===== config.mk =====
export PLATFORM = sky130hd
export DESIGN_NAME = lcd_pattern_gen_flat
export DESIGN_NICKNAME = d
export VERILOG_FILES = /design/src/rtl/lcd_pattern_gen_pkg.sv /design/src/rtl/lcd_pattern_gen_if.sv /design/src/rtl/lcd_pattern_gen_sync_timer.sv /design/src/rtl/lcd_pattern_gen.sv /design/src/flat_wrapper.sv
export SDC_FILE = /design/constraint.sdc
export NUM_CORES = 1
export LEC_CHECK = 0
export BUFFER_PORTS_ARGS = -buffer_cell sky130_fd_sc_hd__clkbuf_2
export CORE_MARGIN = 1.5
export CORE_UTILIZATION = 60
export CTS_CLUSTER_DIAMETER = 80
export DETAILED_ROUTE_END_ITERATION = 12
export PLACE_DENSITY_LB_ADDON = 0.25
export SYNTH_ARGS = -nofsm -noshare
export SYNTH_HDL_FRONTEND = slang
export SYNTH_HIERARCHICAL = 1
export SYNTH_SLANG_ARGS = --single-unit
export TNS_END_PERCENT = 50

===== constraint.sdc =====
create_clock -name sys_clk -period 4.4 [get_ports sys_clk]
set_input_delay 0.88 -clock sys_clk [delete_from_list [all_inputs] [get_ports sys_clk]]
set_output_delay 0.88 -clock sys_clk [all_outputs]
set_load 0.05 [all_outputs]

===== src/rtl/lcd_pattern_gen_pkg.sv =====
// Shared definitions for the LCD timing / test-pattern generator.
//   BAR_LUT      : 8 reference colour-bar entries, 8 bits per channel, {R,G,B}
//   MODE_*       : pattern select encodings for the mode input
//   axis_total   : total clocks (or lines) of one axis from its four regions
//   cnt_width    : counter width able to hold 0..n-1
package lcd_pattern_pkg;

  localparam logic [1:0] MODE_BAR   = 2'd0;
  localparam logic [1:0] MODE_GRID  = 2'd1;
  localparam logic [1:0] MODE_RAMP  = 2'd2;
  localparam logic [1:0] MODE_SOLID = 2'd3;

  // white, yellow, cyan, green, magenta, red, blue, black
  localparam logic [23:0] BAR_LUT [8] = '{
    24'hFFFFFF, 24'hFFFF00, 24'h00FFFF, 24'h00FF00,
    24'hFF00FF, 24'hFF0000, 24'h0000FF, 24'h000000
  };

  function automatic int unsigned axis_total(input int unsigned active,
                                             input int unsigned fp,
                                             input int unsigned sync,
                                             input int unsigned bp);
    return active + fp + sync + bp;
  endfunction

  function automatic int unsigned cnt_width(input int unsigned n);
    return (n > 1) ? $clog2(n) : 1;
  endfunction

endpackage


===== src/rtl/lcd_pattern_gen_if.sv =====
// Pattern-generator bus: control inputs plus the LCD output bundle.
//   pix_en, mode, solid_rgb            : controls into the generator
//   lcd_de, lcd_hs, lcd_vs, lcd_rgb    : panel timing and pixel data
//   frame_start                        : one-clock pulse on the first active pixel
// master = generator side, slave = consumer/controller side.
interface lcd_pattern_gen_if #(
  parameter int unsigned DW = 8
);
  logic              pix_en;
  logic [1:0]        mode;
  logic [3*DW-1:0]   solid_rgb;
  logic              lcd_de;
  logic              lcd_hs;
  logic              lcd_vs;
  logic [3*DW-1:0]   lcd_rgb;
  logic              frame_start;

  modport master (
    input  pix_en, mode, solid_rgb,
    output lcd_de, lcd_hs, lcd_vs, lcd_rgb, frame_start
  );

  modport slave (
    output pix_en, mode, solid_rgb,
    input  lcd_de, lcd_hs, lcd_vs, lcd_rgb, frame_start
  );
endinterface


===== src/rtl/lcd_pattern_gen_sync_timer.sv =====
// lcd_sync_timer: horizontal/vertical position counters and raw timing.
//   clk, rst_n     : pixel clock, asynchronous active-low reset
//   pix_en         : counters advance only when high
//   h_cnt, v_cnt   : current position, 0..H_TOTAL-1 / 0..V_TOTAL-1
//   de_raw         : inside the active area
//   hs_raw, vs_raw : active-low sync, low during the sync region of each axis
module lcd_sync_timer
  import lcd_pattern_pkg::*;
#(
  parameter int unsigned H_ACTIVE = 800,
  parameter int unsigned H_FP     = 40,
  parameter int unsigned H_SYNC   = 128,
  parameter int unsigned H_BP     = 88,
  parameter int unsigned V_ACTIVE = 480,
  parameter int unsigned V_FP     = 13,
  parameter int unsigned V_SYNC   = 3,
  parameter int unsigned V_BP     = 29,
  localparam int unsigned H_TOTAL = axis_total(H_ACTIVE, H_FP, H_SYNC, H_BP),
  localparam int unsigned V_TOTAL = axis_total(V_ACTIVE, V_FP, V_SYNC, V_BP),
  localparam int unsigned HW      = cnt_width(H_TOTAL),
  localparam int unsigned VW      = cnt_width(V_TOTAL)
) (
  input  logic          clk,
  input  logic          rst_n,
  input  logic          pix_en,
  output logic [HW-1:0] h_cnt,
  output logic [VW-1:0] v_cnt,
  output logic          de_raw,
  output logic          hs_raw,
  output logic          vs_raw
);

  localparam logic [HW-1:0] H_LAST   = HW'(H_TOTAL - 1);
  localparam logic [HW-1:0] H_ACT    = HW'(H_ACTIVE);
  localparam logic [HW-1:0] HS_FIRST = HW'(H_ACTIVE + H_FP);
  localparam logic [HW-1:0] HS_LAST  = HW'(H_ACTIVE + H_FP + H_SYNC - 1);
  localparam logic [VW-1:0] V_LAST   = VW'(V_TOTAL - 1);
  localparam logic [VW-1:0] V_ACT    = VW'(V_ACTIVE);
  localparam logic [VW-1:0] VS_FIRST = VW'(V_ACTIVE + V_FP);
  localparam logic [VW-1:0] VS_LAST  = VW'(V_ACTIVE + V_FP + V_SYNC - 1);

  always_ff @(posedge clk or negedge rst_n) begin
    if (!rst_n) begin
      h_cnt <= '0;
      v_cnt <= '0;
    end else if (pix_en) begin
      if (h_cnt == H_LAST) begin
        h_cnt <= '0;
        v_cnt <= (v_cnt == V_LAST) ? '0 : v_cnt + 1'b1;
      end else begin
        h_cnt <= h_cnt + 1'b1;
      end
    end
  end

  // Inclusive last-index compare keeps the constants in range even with a
  // zero-length back porch.
  assign de_raw = (h_cnt < H_ACT) && (v_cnt < V_ACT);
  assign hs_raw = !((h_cnt >= HS_FIRST) && (h_cnt <= HS_LAST));
  assign vs_raw = !((v_cnt >= VS_FIRST) && (v_cnt <= VS_LAST));

endmodule


===== src/rtl/lcd_pattern_gen.sv =====
// lcd_pattern_gen: parametrised LCD timing and test-pattern source.
//   sys_clk, sys_rst_n : pixel clock, asynchronous active-low reset
//   lcd (master)       : pix_en/mode/solid_rgb in; lcd_de/hs/vs/rgb and
//                        frame_start out, all registered one pix_en step
//                        after the counter state that produces them.
// Patterns: 0 colour bar, 1 grid, 2 gray ramp, 3 solid; switched at frame start.
module lcd_pattern_gen
  import lcd_pattern_pkg::*;
#(
  parameter int unsigned H_ACTIVE = 800,
  parameter int unsigned H_FP     = 40,
  parameter int unsigned H_SYNC   = 128,
  parameter int unsigned H_BP     = 88,
  parameter int unsigned V_ACTIVE = 480,
  parameter int unsigned V_FP     = 13,
  parameter int unsigned V_SYNC   = 3,
  parameter int unsigned V_BP     = 29,
  parameter int unsigned N_BARS   = 8,
  parameter int unsigned GRID     = 32,
  parameter int unsigned DW       = 8
) (
  input  logic              sys_clk,
  input  logic              sys_rst_n,
  lcd_pattern_gen_if.master lcd
);

  localparam int unsigned H_TOTAL = axis_total(H_ACTIVE, H_FP, H_SYNC, H_BP);
  localparam int unsigned V_TOTAL = axis_total(V_ACTIVE, V_FP, V_SYNC, V_BP);
  localparam int unsigned HW      = cnt_width(H_TOTAL);
  localparam int unsigned VW      = cnt_width(V_TOTAL);
  localparam int unsigned BAR_W   = H_ACTIVE / N_BARS;
  localparam int unsigned PW      = cnt_width(BAR_W);
  localparam int unsigned BIW     = (cnt_width(N_BARS) > 3) ? cnt_width(N_BARS) : 3;

  localparam logic [HW-1:0]  H_ACT_LAST = HW'(H_ACTIVE - 1);
  localparam logic [VW-1:0]  V_ACT_LAST = VW'(V_ACTIVE - 1);
  localparam logic [PW-1:0]  BAR_LAST   = PW'(BAR_W - 1);
  localparam logic [BIW-1:0] IDX_LAST   = BIW'(N_BARS - 1);

  logic [HW-1:0]    h_cnt;
  logic [VW-1:0]    v_cnt;
  logic             de_raw, hs_raw, vs_raw;
  logic             frame_top, line_start;
  logic [1:0]       mode_q, mode_eff;
  logic [3*DW-1:0]  solid_q, solid_eff;
  logic [PW-1:0]    bar_px, px_cur;
  logic [BIW-1:0]   bar_idx, idx_cur;
  logic [23:0]      bar_c;
  logic             grid_on;
  logic [DW-1:0]    ramp;
  logic [3*DW-1:0]  pix;
  logic             de_q, hs_q, vs_q, fs_q;
  logic [3*DW-1:0]  rgb_q;

  lcd_sync_timer #(
    .H_ACTIVE (H_ACTIVE), .H_FP (H_FP), .H_SYNC (H_SYNC), .H_BP (H_BP),
    .V_ACTIVE (V_ACTIVE), .V_FP (V_FP), .V_SYNC (V_SYNC), .V_BP (V_BP)
  ) u_timer (
    .clk    (sys_clk),
    .rst_n  (sys_rst_n),
    .pix_en (lcd.pix_en),
    .h_cnt  (h_cnt),
    .v_cnt  (v_cnt),
    .de_raw (de_raw),
    .hs_raw (hs_raw),
    .vs_raw (vs_raw)
  );

  assign frame_top  = (h_cnt == '0) && (v_cnt == '0);
  assign line_start = (h_cnt == '0);

  // The latch and the first pixel of the frame happen on the same step, so
  // (0,0) takes mode/solid straight from the inputs; the rest of the frame
  // uses the latched copy and never tears.
  assign mode_eff  = frame_top ? lcd.mode      : mode_q;
  assign solid_eff = frame_top ? lcd.solid_rgb : solid_q;

  always_ff @(posedge sys_clk or negedge sys_rst_n) begin
    if (!sys_rst_n) begin
      mode_q  <= '0;
      solid_q <= '0;
    end else if (lcd.pix_en && frame_top) begin
      mode_q  <= lcd.mode;
      solid_q <= lcd.solid_rgb;
    end
  end

  // Bar counters track h_cnt; forcing them to zero at h_cnt=0 restarts every
  // line regardless of what they reached during blanking.
  assign px_cur  = line_start ? '0 : bar_px;
  assign idx_cur = line_start ? '0 : bar_idx;

  always_ff @(posedge sys_clk or negedge sys_rst_n) begin
    if (!sys_rst_n) begin
      bar_px  <= '0;
      bar_idx <= '0;
    end else if (lcd.pix_en) begin
      if (px_cur == BAR_LAST) begin
        bar_px  <= '0;
        bar_idx <= (idx_cur == IDX_LAST) ? idx_cur : idx_cur + 1'b1;
      end else begin
        bar_px  <= px_cur + 1'b1;
        bar_idx <= idx_cur;
      end
    end
  end

  // MSB-aligned channel scaling: narrower DW keeps the top bits, wider DW
  // repeats the byte pattern downward.
  function automatic logic [DW-1:0] scale(input logic [7:0] c);
    logic [DW-1:0] r;
    r = '0;
    for (int unsigned i = 0; i < DW; i++) r[DW-1-i] = c[7 - (i % 8)];
    return r;
  endfunction

  assign bar_c   = BAR_LUT[idx_cur[2:0]];
  assign grid_on = ((32'(h_cnt) & (GRID - 1)) == 32'd0) ||
                   ((32'(v_cnt) & (GRID - 1)) == 32'd0) ||
                   (h_cnt == H_ACT_LAST) || (v_cnt == V_ACT_LAST);
  assign ramp    = DW'(h_cnt);

  always_comb begin
    pix = '0;
    case (mode_eff)
      MODE_BAR:  pix = {scale(bar_c[23:16]), scale(bar_c[15:8]), scale(bar_c[7:0])};
      MODE_GRID: pix = grid_on ? '1 : '0;
      MODE_RAMP: pix = {3{ramp}};
      default:   pix = solid_eff;
    endcase
  end

  always_ff @(posedge sys_clk or negedge sys_rst_n) begin
    if (!sys_rst_n) begin
      de_q  <= 1'b0;
      hs_q  <= 1'b1;
      vs_q  <= 1'b1;
      rgb_q <= '0;
      fs_q  <= 1'b0;
    end else begin
      fs_q <= lcd.pix_en && frame_top;
      if (lcd.pix_en) begin
        de_q  <= de_raw;
        hs_q  <= hs_raw;
        vs_q  <= vs_raw;
        rgb_q <= de_raw ? pix : '0;
      end
    end
  end

  assign lcd.lcd_de      = de_q;
  assign lcd.lcd_hs      = hs_q;
  assign lcd.lcd_vs      = vs_q;
  assign lcd.lcd_rgb     = rgb_q;
  assign lcd.frame_start = fs_q;

endmodule


===== src/flat_wrapper.sv =====
// flat-port wrapper written by rule: the top's interface ports become plain ports
module lcd_pattern_gen_flat import lcd_pattern_pkg::*;
#(
  parameter int unsigned H_ACTIVE = 800,
  parameter int unsigned H_FP     = 40,
  parameter int unsigned H_SYNC   = 128,
  parameter int unsigned H_BP     = 88,
  parameter int unsigned V_ACTIVE = 480,
  parameter int unsigned V_FP     = 13,
  parameter int unsigned V_SYNC   = 3,
  parameter int unsigned V_BP     = 29,
  parameter int unsigned N_BARS   = 8,
  parameter int unsigned GRID     = 32,
  parameter int unsigned DW       = 8
)
  (sys_clk, sys_rst_n, lcd_pix_en, lcd_mode, lcd_solid_rgb, lcd_lcd_de, lcd_lcd_hs, lcd_lcd_vs, lcd_lcd_rgb, lcd_frame_start);
  lcd_pattern_gen_if #(.DW(DW)) lcd_i ();
  input  logic sys_clk;
  input  logic sys_rst_n;
  input wire logic [$bits(lcd_i.pix_en)-1:0] lcd_pix_en;
  input wire logic [$bits(lcd_i.mode)-1:0] lcd_mode;
  input wire logic [$bits(lcd_i.solid_rgb)-1:0] lcd_solid_rgb;
  output wire logic [$bits(lcd_i.lcd_de)-1:0] lcd_lcd_de;
  output wire logic [$bits(lcd_i.lcd_hs)-1:0] lcd_lcd_hs;
  output wire logic [$bits(lcd_i.lcd_vs)-1:0] lcd_lcd_vs;
  output wire logic [$bits(lcd_i.lcd_rgb)-1:0] lcd_lcd_rgb;
  output wire logic [$bits(lcd_i.frame_start)-1:0] lcd_frame_start;
  assign lcd_i.pix_en = lcd_pix_en;
  assign lcd_i.mode = lcd_mode;
  assign lcd_i.solid_rgb = lcd_solid_rgb;
  assign lcd_lcd_de = lcd_i.lcd_de;
  assign lcd_lcd_hs = lcd_i.lcd_hs;
  assign lcd_lcd_vs = lcd_i.lcd_vs;
  assign lcd_lcd_rgb = lcd_i.lcd_rgb;
  assign lcd_frame_start = lcd_i.frame_start;
  lcd_pattern_gen #(.H_ACTIVE(H_ACTIVE), .H_FP(H_FP), .H_SYNC(H_SYNC), .H_BP(H_BP), .V_ACTIVE(V_ACTIVE), .V_FP(V_FP), .V_SYNC(V_SYNC), .V_BP(V_BP), .N_BARS(N_BARS), .GRID(GRID), .DW(DW)) u_core (.sys_clk(sys_clk), .sys_rst_n(sys_rst_n), .lcd(lcd_i));
endmodule

==> run_results.csv <==
group,metric,value,unit
clocking,cts_buffers,9,
setup_path,cp_num_buf_inv,0,
detailed_routing,drc,0,
logic_synthesis,synth.avg_cell_area,9.86,µm²
global_routing,grt.total_usage,0.272,
logic_synthesis,number_of_synthesized_flops_with_an_enable_pin,0,
finish,seqCellArea,2130,µm²
global_routing,grt_overflow_total,0,
logic_synthesis,synth_fp_nets,512,
power_and_ir_drop,power.ir.vdd_worst,0.222,mV
flow_run,cap_viol_max_count,0,
placed_design,port_buffers,56,
floorplan,starting_utilization_of_the_core_area,0.612,
floorplan,core_region_area,7650,µm²
sta,finalMaxSlewViolations,0,
detailed_routing,drtAntennaViolNets,0,
setup_path,cp_data_arrival_time,3.33,ns
detailed_routing,detail_route.first_pass.iterations,4,
clocking,cts_hold_buf,0,
clocking,clock_tree.root_cell,"sky130_fd_sc_hd__clkbuf_8",
global_routing,grt_first_pass_wirelength,18.0,mm
logic_synthesis,synth_compound_area_frac,0.181,
floorplan,floorplan.die.height,91.4,µm
clocking,post_cts.repair.setup_buffers,0,
detailed_routing,post_drt_via_cell_ratio,6.10,
global_routing,grt_start_max_net_pins,86,
detailed_routing,vias,3835,
finish,multi_input_comb_area,2420,µm²
sta,hold_violations,0,
sta,finalCriticalPeriod,3.13,ns
sta,timing.slew.headroom,0.193,
logic_synthesis,synth-async-reset-ratio,1.00,
clocking,clk_transition_reported_paths,0.09,ns
detailed_routing,drt-initial-drc-count,324,
logic_synthesis,dominantRegCellSynth,"sky130_fd_sc_hd__dfrtp_1",
clocking,cts_tree,"yes",
logic_synthesis,synth_simple_gate_area_frac,0.219,
logic_synthesis,count_of_cell_types_in_the_netlist,59,
setup_path,critical_path_class,"flip-flop to flip-flop",
finish,final_common_cell,"sky130_fd_sc_hd__nand2_1",
finish,most-common-layout-cells,"sky130_fd_sc_hd__nand2_1, sky130_fd_sc_hd__dfrtp_1, sky130_fd_sc_hd__clkbuf_2",
clocking,cts_sinks,85,
global_routing,antenna_violations_before_repair,0,
sta,worst-slew-pin-transition,1.20,ns
sta,finalSetupViolCount,0,
logic_synthesis,synth.area.mux_share,0.0769,
setup_path,worst_setup_start_kind,"flip-flop",
sta,post_route_setup_tns,0,ns
status,status,"complete, no violations",
detailed_routing,totalWireLength,10.9,mm
sta,setup_repair_after_global_routing_missed_its_margin,"false",
clocking,cts_resized,0,
placed_design,gp_congestion,0.879,
setup_path,sequence_of_cells_on_the_critical_path,"nor4_2 -> nand4b_1 -> nor2_4 -> o21ai_1 -> a21oi_1 -> a22oi_1",
power_and_ir_drop,fin_total_pwr,1.92,mW
logic_synthesis,combinational_family_with_the_most_area_after_synthesis,"simple AND/OR/NAND/NOR gates",
setup_path,critPathMaxFanout,15,
floorplan,die_w,91.4,µm
power_and_ir_drop,power_density,366,nW/µm²
logic_synthesis,post_synth_xor_area_fraction,0.0187,
logic_synthesis,share_of_the_yosys_chip_area_belonging_to_registers,0.455,
clocking,maximum_count_of_clock_buffers_along_a_single_path,2,
placed_design,detailedPlacementHpwl,7.24,mm
floorplan,fp.dieArea,8340,µm²
placed_design,placedInstanceArea,5010,µm²
global_routing,number_of_global_route_vias_before_repair,3676,
floorplan,io_pins,57,
logic_synthesis,synthesis.instances,475,
setup_path,required,4.60,ns
sta,fin_crit_sh,0.712,
sta,timing.clock.skew,0.0103,ns
worst_hold_path,hold_path.class,"flip-flop to flip-flop",
finish,final_net_count,559,
finish,area_growth,11.7,%
clocking,clock_insertion_delay_at_the_later_pin_of_the_skew_report,0.36,ns
finish,postLayoutCellArea,5230,µm²
setup_path,critPathMaxStageDelay,0.56,ns
finish,n_antenna_cell,0,
detailed_routing,wl_per_cell,17.3,µm
clocking,clock_tree.htree_level_count,3,
logic_synthesis,synth-seq-cells,85,
setup_path,critical_path.slowest_cell,"sky130_fd_sc_hd__nor2_4",
logic_synthesis,synth.cell_area,4680,µm²
logic_synthesis,yosys.area_share.adder,0.0214,
sta,clock.fmax,319,MHz
setup_path,timing.critical_path.to_type,"flip-flop",
finish,final.fill_count,605,
floorplan,std_cell_rows,32,
finish,drive_above_1_share,0.197,
logic_synthesis,yosysWarnings,6,
setup_path,cell_family_with_most_cp_delay,"simple AND/OR/NAND/NOR gates",
power_and_ir_drop,power.static_leakage,2.28,nW
## final cells by class
cell class,instances,share of cell area
Multi-Input combinational cell,359,0.463
Timing Repair Buffer,58,0.0569
Sequential cell,85,0.407
Clock buffer,9,0.0237
Tap cell,102,0.0244
Clock inverter,7,0.0187
Inverter,9,0.00646
## routing by layer
metal	global-route usage	routed length [µm]
met1	0.371	4820
met3	0.0620	582
met4	0.0716	85
met5	0	0
met2	0.438	5410
## worst reg2reg max path, stage by stage (launching register included)
cell and delay (ns):
sky130_fd_sc_hd__dfrtp_1 0.49, sky130_fd_sc_hd__nor4_2 0.39, sky130_fd_sc_hd__nand4b_1 0.53, sky130_fd_sc_hd__nor2_4 0.56, sky130_fd_sc_hd__o21ai_1 0.29, sky130_fd_sc_hd__a21oi_1 0.56
sky130_fd_sc_hd__a22oi_1 0.15
## state kept, by name (all words and copies together) (netlist names)
register,count
u_core/u_timer/v_cnt,10
u_core/solid_q,24
u_core/bar_px,7
u_core/bar_idx,3
u_core/mode_q,2
u_core/lcd.lcd_rgb,24
u_core/lcd.frame_start,1
u_core/lcd.lcd_vs,1
u_core/lcd.lcd_de,1
u_core/lcd.lcd_hs,1
u_core/u_timer/h_cnt,11
## final timing paths
kind	from	endpoint	slack (ns)	depth (start not counted)
setup / recovery	u_core/u_timer/h_cnt[0]$_DFFE_PN0P_	u_core/lcd.lcd_rgb[12]$_DFFE_PN0P_	1.27	6
hold / removal	u_core/bar_px[6]$_DFFE_PN0P_	u_core/bar_px[6]$_DFFE_PN0P_	0.50	1
setup reg to reg	u_core/u_timer/h_cnt[0]$_DFFE_PN0P_	u_core/lcd.lcd_rgb[12]$_DFFE_PN0P_	1.27	6
hold reg to reg	u_core/bar_px[6]$_DFFE_PN0P_	u_core/bar_px[6]$_DFFE_PN0P_	0.50	1
max in group asynchronous	sys_rst_n	u_core/u_timer/h_cnt[5]$_DFFE_PN0P_	2.98	1
min in group asynchronous	sys_rst_n	u_core/u_timer/v_cnt[1]$_DFFE_PN0P_	0.70	1
## cell usage after synthesis (all sizes together), types with 4 or more instances
library cell	instances	share of area
a22oi	8	0.013
nand4b	5	0.0094
ha	8	0.021
nor4	9	0.021
inv	9	0.0072
a21oi	12	0.013
clkbuf	11	0.0088
a211oi	16	0.026
nor3	7	0.0075
nand3	15	0.016
mux2	32	0.077
nand2	85	0.070
a2bb2oi	17	0.032
nor2	12	0.011
a31o	9	0.017
buf	11	0.012
xnor2	9	0.017
and2	12	0.016
a31oi	20	0.027
o21ai	17	0.019
o31ai	5	0.0091
and3	4	0.0056
nor2b	18	0.024
dfrtp	83	0.44
nand4	7	0.0094
## kinds of logic after synthesis
kind of cell    after synthesis
xor+xnor                     10
simple gates                191
mux                          32
compound gates              118
buf+inv                      31
flops                        85
fa+ha+maj                     8
## stage by stage
step | cells | worst slack, ns | hold WS, ns | utilization
final | 629 | 1.27 | 0.497 | 0.684
after global routing | 629 | 1.05 | 0.515 | 0.684
after CTS | 629 | 1.31 | 0.495 | 0.684
after detailed placement | 613 | 1.32 | 0.482 | 0.655
after global placement | 613 | 1.40 | 0.474 | 0.655
after floorplan | 475 | 1.89 | 0.454 | -
## where the power goes
part | internal (mW) | switching (mW)
registers | 0.849 | 0.111
logic | 0.136 | 0.201
clock network | 0.322 | 0.298
total | 1.31 | 0.610
Note: power is estimated with default switching activity, not from simulation.
